## config.mk

```make
export PLATFORM = sky130hd
export DESIGN_NAME = fpu_regfile_write_scheduler_flat
export DESIGN_NICKNAME = d
export VERILOG_FILES = /design/src/rtl/fpu_pkg.sv /design/src/rtl/fpu_regfile_write_scheduler_if.sv /design/src/rtl/fpu_scoreboard.sv /design/src/rtl/fpu_regfile_write_scheduler.sv /design/src/flat_wrapper.sv
export SDC_FILE = /design/constraint.sdc
export NUM_CORES = 1
export LEC_CHECK = 0
export ABC_CLOCK_PERIOD_IN_PS = 2100
export BUFFER_PORTS_ARGS = -buffer_cell sky130_fd_sc_hd__clkbuf_2
export CAP_MARGIN = 5
export CORE_ASPECT_RATIO = 0.8
export CORE_UTILIZATION = 47
export CTS_CLUSTER_DIAMETER = 60
export DETAILED_ROUTE_END_ITERATION = 10
export GPL_TIMING_DRIVEN = 0
export PLACE_DENSITY_LB_ADDON = 0.12
export REMOVE_ABC_BUFFERS = 1
export SYNTH_ARGS = -nofsm -noshare
export SYNTH_HDL_FRONTEND = slang
export SYNTH_SLANG_ARGS = --single-unit
```

## constraint.sdc

```tcl
create_clock -name iCLK -period 2.1 [get_ports iCLK]
set_input_delay 0.105 -clock iCLK [delete_from_list [all_inputs] [get_ports iCLK]]
set_output_delay 0.105 -clock iCLK [all_outputs]
set_load 0.05 [all_outputs]
```

## src/rtl/fpu_pkg.sv

```systemverilog
// Shared constants and types for the coprocessor-1 register bank write scheduler.
package fpu_pkg;

    localparam int unsigned NREGS  = 32;
    localparam int unsigned REG_AW = 5;
    localparam int unsigned DATA_W = 32;

    // Requester ids, also the encoding of the round-robin pointer.
    localparam logic REQ_FPU = 1'b0;
    localparam logic REQ_CPU = 1'b1;

    typedef logic [REG_AW-1:0] reg_addr_t;
    typedef logic [DATA_W-1:0] reg_data_t;
    typedef logic [NREGS-1:0]  busy_vec_t;

    // One-hot mask selecting a single scoreboard entry.
    function automatic busy_vec_t reg_onehot(input reg_addr_t r);
        return busy_vec_t'(1) << r;
    endfunction

endpackage

```

## src/rtl/fpu_regfile_write_scheduler_if.sv

```systemverilog
// Request, issue, hazard-query and write-port signals of the write scheduler.
interface fpu_regfile_write_scheduler_if;
    import fpu_pkg::*;

    logic      iFlush;
    logic      iIssueValid;
    reg_addr_t iIssueReg;
    logic      oIssueReady;
    logic      iFpuValid;
    reg_addr_t iFpuReg;
    reg_data_t iFpuData;
    logic      oFpuReady;
    logic      iCpuValid;
    reg_addr_t iCpuReg;
    reg_data_t iCpuData;
    logic      oCpuReady;
    reg_addr_t iReadRegister1;
    reg_addr_t iReadRegister2;
    logic      oHazard;
    logic      oRegWrite;
    reg_addr_t oWriteRegister;
    reg_data_t oWriteData;
    busy_vec_t oBusy;

    // Requesters / control side.
    modport master (
        output iFlush, iIssueValid, iIssueReg,
        output iFpuValid, iFpuReg, iFpuData,
        output iCpuValid, iCpuReg, iCpuData,
        output iReadRegister1, iReadRegister2,
        input  oIssueReady, oFpuReady, oCpuReady, oHazard,
        input  oRegWrite, oWriteRegister, oWriteData, oBusy
    );

    // Scheduler side.
    modport slave (
        input  iFlush, iIssueValid, iIssueReg,
        input  iFpuValid, iFpuReg, iFpuData,
        input  iCpuValid, iCpuReg, iCpuData,
        input  iReadRegister1, iReadRegister2,
        output oIssueReady, oFpuReady, oCpuReady, oHazard,
        output oRegWrite, oWriteRegister, oWriteData, oBusy
    );

endinterface

```

## src/rtl/fpu_scoreboard.sv

```systemverilog
// Per-register busy bits for in-flight FPU ops, with set/clear/flush and three read ports.
module fpu_scoreboard
    import fpu_pkg::*;
(
    input  logic      clk,
    input  logic      rst_n,
    input  logic      flush,
    input  logic      set_en,
    input  reg_addr_t set_reg,
    input  logic      clr_en,
    input  reg_addr_t clr_reg,
    input  reg_addr_t rd_reg_a,
    input  reg_addr_t rd_reg_b,
    input  reg_addr_t rd_reg_c,
    output logic      rd_busy_a,
    output logic      rd_busy_b,
    output logic      rd_busy_c,
    output busy_vec_t busy
);

    busy_vec_t busy_q, busy_d;

    // Next busy vector: clear first so a same-register set wins; flush overrides both.
    always_comb begin
        busy_d = busy_q;
        if (clr_en) begin
            busy_d = busy_d & ~reg_onehot(clr_reg);
        end
        if (set_en) begin
            busy_d = busy_d | reg_onehot(set_reg);
        end
        if (flush) begin
            busy_d = '0;
        end
    end

    // Busy vector register.
    always_ff @(posedge clk or negedge rst_n) begin
        if (!rst_n) begin
            busy_q <= '0;
        end else begin
            busy_q <= busy_d;
        end
    end

    assign rd_busy_a = busy_q[rd_reg_a];
    assign rd_busy_b = busy_q[rd_reg_b];
    assign rd_busy_c = busy_q[rd_reg_c];
    assign busy      = busy_q;

endmodule

```

## src/rtl/fpu_regfile_write_scheduler.sv

```systemverilog
// Arbitrates the single FP register bank write port between the FPU result path and
// the CPU transfer path, and tracks in-flight FPU destinations for hazard detection.
module fpu_regfile_write_scheduler
    import fpu_pkg::*;
#(
    parameter int unsigned FPU_PRIORITY = 0
) (
    input  logic                             iCLK,
    input  logic                             iRST_n,
    fpu_regfile_write_scheduler_if.slave     bus
);

    localparam bit FpuWins = (FPU_PRIORITY != 0);

    busy_vec_t busy;
    logic      issue_busy;
    logic      rd1_busy;
    logic      rd2_busy;
    logic      issue_fire;
    logic      cpu_eligible;
    logic      grant_fpu;
    logic      grant_cpu;
    logic      prio_q, prio_d;
    logic      reg_write_q;
    reg_addr_t write_reg_q;
    reg_data_t write_data_q;

    // An issue to a register that is still busy is dropped.
    assign issue_fire = bus.iIssueValid & ~issue_busy;

    fpu_scoreboard u_scoreboard (
        .clk       (iCLK),
        .rst_n     (iRST_n),
        .flush     (bus.iFlush),
        .set_en    (issue_fire),
        .set_reg   (bus.iIssueReg),
        .clr_en    (grant_fpu),
        .clr_reg   (bus.iFpuReg),
        .rd_reg_a  (bus.iIssueReg),
        .rd_reg_b  (bus.iReadRegister1),
        .rd_reg_c  (bus.iReadRegister2),
        .rd_busy_a (issue_busy),
        .rd_busy_b (rd1_busy),
        .rd_busy_c (rd2_busy),
        .busy      (busy)
    );

    // Grant selection: CPU must not overwrite a register an FPU op still owns (WAW).
    always_comb begin
        cpu_eligible = bus.iCpuValid & ~busy[bus.iCpuReg];
        grant_fpu    = 1'b0;
        grant_cpu    = 1'b0;
        if (bus.iFpuValid && cpu_eligible) begin
            if (FpuWins || (prio_q == REQ_FPU)) begin
                grant_fpu = 1'b1;
            end else begin
                grant_cpu = 1'b1;
            end
        end else if (bus.iFpuValid) begin
            grant_fpu = 1'b1;
        end else if (cpu_eligible) begin
            grant_cpu = 1'b1;
        end
        prio_d = prio_q;
        if (grant_fpu) begin
            prio_d = REQ_CPU;
        end else if (grant_cpu) begin
            prio_d = REQ_FPU;
        end
    end

    // Round-robin pointer and registered write port.
    always_ff @(posedge iCLK or negedge iRST_n) begin
        if (!iRST_n) begin
            prio_q       <= REQ_FPU;
            reg_write_q  <= 1'b0;
            write_reg_q  <= '0;
            write_data_q <= '0;
        end else begin
            prio_q      <= prio_d;
            reg_write_q <= grant_fpu | grant_cpu;
            if (grant_fpu) begin
                write_reg_q  <= bus.iFpuReg;
                write_data_q <= bus.iFpuData;
            end else if (grant_cpu) begin
                write_reg_q  <= bus.iCpuReg;
                write_data_q <= bus.iCpuData;
            end
        end
    end

    assign bus.oIssueReady    = ~issue_busy;
    assign bus.oFpuReady      = grant_fpu;
    assign bus.oCpuReady      = grant_cpu;
    assign bus.oHazard        = rd1_busy | rd2_busy;
    assign bus.oRegWrite      = reg_write_q;
    assign bus.oWriteRegister = write_reg_q;
    assign bus.oWriteData     = write_data_q;
    assign bus.oBusy          = busy;

endmodule

```

## src/flat_wrapper.sv

```systemverilog
// flat-port wrapper written by rule: the top's interface ports become plain ports
module fpu_regfile_write_scheduler_flat import fpu_pkg::*;
#(
    parameter int unsigned FPU_PRIORITY = 0
)
  (iCLK, iRST_n, bus_iFlush, bus_iIssueValid, bus_iIssueReg, bus_iFpuValid, bus_iFpuReg, bus_iFpuData, bus_iCpuValid, bus_iCpuReg, bus_iCpuData, bus_iReadRegister1, bus_iReadRegister2, bus_oIssueReady, bus_oFpuReady, bus_oCpuReady, bus_oHazard, bus_oRegWrite, bus_oWriteRegister, bus_oWriteData, bus_oBusy);
  fpu_regfile_write_scheduler_if bus_i ();
  input  logic iCLK;
  input  logic iRST_n;
  input wire logic [$bits(bus_i.iFlush)-1:0] bus_iFlush;
  input wire logic [$bits(bus_i.iIssueValid)-1:0] bus_iIssueValid;
  input wire logic [$bits(bus_i.iIssueReg)-1:0] bus_iIssueReg;
  input wire logic [$bits(bus_i.iFpuValid)-1:0] bus_iFpuValid;
  input wire logic [$bits(bus_i.iFpuReg)-1:0] bus_iFpuReg;
  input wire logic [$bits(bus_i.iFpuData)-1:0] bus_iFpuData;
  input wire logic [$bits(bus_i.iCpuValid)-1:0] bus_iCpuValid;
  input wire logic [$bits(bus_i.iCpuReg)-1:0] bus_iCpuReg;
  input wire logic [$bits(bus_i.iCpuData)-1:0] bus_iCpuData;
  input wire logic [$bits(bus_i.iReadRegister1)-1:0] bus_iReadRegister1;
  input wire logic [$bits(bus_i.iReadRegister2)-1:0] bus_iReadRegister2;
  output wire logic [$bits(bus_i.oIssueReady)-1:0] bus_oIssueReady;
  output wire logic [$bits(bus_i.oFpuReady)-1:0] bus_oFpuReady;
  output wire logic [$bits(bus_i.oCpuReady)-1:0] bus_oCpuReady;
  output wire logic [$bits(bus_i.oHazard)-1:0] bus_oHazard;
  output wire logic [$bits(bus_i.oRegWrite)-1:0] bus_oRegWrite;
  output wire logic [$bits(bus_i.oWriteRegister)-1:0] bus_oWriteRegister;
  output wire logic [$bits(bus_i.oWriteData)-1:0] bus_oWriteData;
  output wire logic [$bits(bus_i.oBusy)-1:0] bus_oBusy;
  assign bus_i.iFlush = bus_iFlush;
  assign bus_i.iIssueValid = bus_iIssueValid;
  assign bus_i.iIssueReg = bus_iIssueReg;
  assign bus_i.iFpuValid = bus_iFpuValid;
  assign bus_i.iFpuReg = bus_iFpuReg;
  assign bus_i.iFpuData = bus_iFpuData;
  assign bus_i.iCpuValid = bus_iCpuValid;
  assign bus_i.iCpuReg = bus_iCpuReg;
  assign bus_i.iCpuData = bus_iCpuData;
  assign bus_i.iReadRegister1 = bus_iReadRegister1;
  assign bus_i.iReadRegister2 = bus_iReadRegister2;
  assign bus_oIssueReady = bus_i.oIssueReady;
  assign bus_oFpuReady = bus_i.oFpuReady;
  assign bus_oCpuReady = bus_i.oCpuReady;
  assign bus_oHazard = bus_i.oHazard;
  assign bus_oRegWrite = bus_i.oRegWrite;
  assign bus_oWriteRegister = bus_i.oWriteRegister;
  assign bus_oWriteData = bus_i.oWriteData;
  assign bus_oBusy = bus_i.oBusy;
  fpu_regfile_write_scheduler #(.FPU_PRIORITY(FPU_PRIORITY)) u_core (.iCLK(iCLK), .iRST_n(iRST_n), .bus(bus_i));
endmodule
```

==> summary.md <==
| Metric | Value |
|---|---|
| Kind of critical path | reg -> out |
| Slew headroom | 0.287 |
| Most common cell after layout, fill and taps aside | clkbuf_2 |
| Gpl congestion | approximately 0.9 |
| Post-synth ARST share | 1.00 |
| Nets | about 850 |
| Synthesis warning total | 0 |
| Final ANT Viol Nets | 0 |
| Overall Power | 0.00466 W |
| Clock Latency Late Sink | between 300 and 400 ps |
| RSZ-0062 raised after global routing | yes |
| Initial antenna violation count | 0 |
| Post-Syn Instances | ~550 |
| Main flop type after synthesis | dfrtp_1 |
| Worst-path maximum fanout | 14 |
| Hold Path Class | in -> reg |
| Number of diodes | 0 |
| Final min period | 2520 ps |
| Leak Pwr | around 3.5 nW |
| CP startpoint kind | flop |
| Row cnt | 33 |
| Netlist cell types | 39 |
| Max Freq | 398 MHz |
| Worst vdd ir | roughly 0.40 mV |
| CTS tree | done |
| Final Util | 0.713 |
| All-Layer GR Usage | 0.345 |
| Worst EP arrival | 2410 ps |
| Final worst path period share | 1.20 |
| First-pass GRT wire length | 29600 um |
| Hold Fails Final Rpt | 0 |
| Core Footprint | 10500 sq um |
| Synth-to-Final Area Change | 44.2% |
| CTS Buf Count | 9 |
| Failing checks | negative setup slack |
| Avg Cell Area, Syn | 9.48 sq um |
| Final setup violating endpoints | 75 |
| Share of layout cells above drive strength 1 | 0.448 |
| Max Slew Vio Count | 0 |
| Place WS | -1310 ps |
| Vias in the first global route | 5417 |
| DP Wirelength | 11100 um |
| Post-synth EDFFs | 0 |
| GRT overflow | 0 |
| # port buffers | 168 |
| Crit path capture type | output port |
| Final setup margin | -415 ps |
| Initial drt markers | 645 |
| Die H | around 96 um |
| Io pins | 169 |
| Layout Cells excl Fill | about 900 |
| Per-cell routed wire length | between 20 and 25 um |
| Setup TNS | -20040 ps |
| Placed Cells | about 800 |
| CTS sink cnt | slightly above 70 |
| # DRC | 0 |
| Vias | between 5000 and 6000 |
| Clk root buf | clkbuf_16 |
| Largest net degree at the start of global routing | 62 |
| Mapped cell area | 5190 sq um |
| Die ar. | 11500 sq um |
| Required @ worst endpoint | 2000 ps |
| Worst-Margin Slew | 1070 ps |
| Max-Cap Viols | 0 |
| Clk pin slew, worst setup/hold paths | about 60 ps |
| Total Wirelength | between 20000 and 25000 um |
| Vias per inst | roughly 6.4 |
| Detailed Routing Iterations Pass 1 | 6 |
| Sequential element share of the synthesized area | 0.343 |
| Power Density | a little over 600 nW/um^2 |
| Yosys reg bits | 71 |
| H-Tree Depth | 3 |
| Longest Clk Path Bufs | 2 |
| Worst Skew | around 6.7 ps |
| Starting Density | 0.495 |
| Most frequent cells in the layout | clkbuf_2 (162), inv_1 (77), dfrtp_1 (65) |
| Status | finished with violations |
| Die width | 119 um |
synthesized netlist by cell type, drive strengths merged (2+ instances only):
library cell | instances | area (sq um)
or4b | 3 | 30.0
a22oi | 4 | 30.0
a41oi | 39 | 349
nand3b | 5 | 37.5
dfrtp | 71 | 1780
nor2b | 3 | 18.8
or3b | 3 | 26.3
a221oi | 36 | 440
nor3 | 33 | 165
mux2i | 19 | 190
or3 | 4 | 30.0
nor3b | 2 | 15.0
clkbuf | 36 | 135
mux4 | 31 | 698
nand2b | 38 | 238
nand3 | 4 | 20.0
inv | 78 | 293
a211oi | 2 | 15.0
a31oi | 2 | 12.5
nand2 | 9 | 33.8
buf | 15 | 101
a21oi | 64 | 320
nor2 | 36 | 135
stage by stage:
step	hold slack [ps]	instance area (sq um)
6_report	6.33	7480
2_1_floorplan	-191	4950
3_5_place_dp	-0.481	6140
4_1_cts	0.585	7470
3_3_place_gp	333	5970
5_1_grt	6.17	7480
per-layer routing:
layer  share of wire  GRT usage  wire [um]
met1            0.39      0.456       7860
met4           0.032      0.147        631
met5               0          0          0
met2            0.47      0.533       9310
met3            0.11     0.0995       2200
registers in the layout (all words and copies together) (netlist names):
register,cells
u_core.bus.oWriteRegister,5
u_core.bus.oWriteData,32
u_core.prio_q,1
u_core.u_scoreboard.busy,32
u_core.bus.oRegWrite,1
what timing repair did:
| item | CTS | global route |
|---|---|---|
| cloned | 13 | 1 |
| pin swaps | 13 | 14 |
| endpoints found under the hold margin | 94 | 0 |
| setup endpoints to repair | 75 | 75 |
| hold buffers | 24 | 0 |
| buffers inserted | 35 | 5 |
| gates resized for setup | 63 | 23 |
where the power goes:
group	internal [W]	switching [W]	leakage [nW]
registers	0.00149	0.0000781	0.865
clock network	0.000861	0.000599	0.136
logic	0.000576	0.00106	2.45
total	0.00292	0.00173	3.45
kinds of logic after synthesis:
family | synth area share
AOI/OAI and AO/OA | 0.228
muxes | 0.171
buffers and inverters | 0.102
DFF | 0.343
and+or+nand+nor | 0.156
critical path: stages, from the launching register on:
cell	delay (ps)
dfrtp_1	480
mux2i_1	160
a211oi_4	460
nand3_4	320
a41oi_4	320
buf_8	160
clkbuf_16	160
cell type report:
type	instances	area [sq um]
repair buffers	237	1740
clock inverters	3	17.5
fillers	786	3010
well taps	140	175
flip-flops and latches	71	1780
multi-input cells	355	3210
clock buffers	13	260
inverters	78	295
worst paths after layout:
path | startpoint | to | slack (ps) | cells after the start
max reg2reg | u_core.u_scoreboard.busy[4]$_DFF_PN0_ | u_core.u_scoreboard.busy[5]$_DFF_PN0_ | -380 | 9
min | bus_iCpuData[18] | u_core.bus.oWriteData[18]$_DFFE_PN0P_ | 6 | 3
min reg2reg | u_core.bus.oWriteRegister[4]$_DFFE_PN0P_ | u_core.bus.oWriteRegister[4]$_DFFE_PN0P_ | 530 | 2
min in group asynchronous | iRST_n | u_core.u_scoreboard.busy[19]$_DFF_PN0_ | 190 | 2
max in group asynchronous | iRST_n | u_core.u_scoreboard.busy[10]$_DFF_PN0_ | 1310 | 3
max | u_core.u_scoreboard.busy[4]$_DFF_PN0_ | bus_oFpuReady | -420 | 6
(Power assumes the default switching activity.)
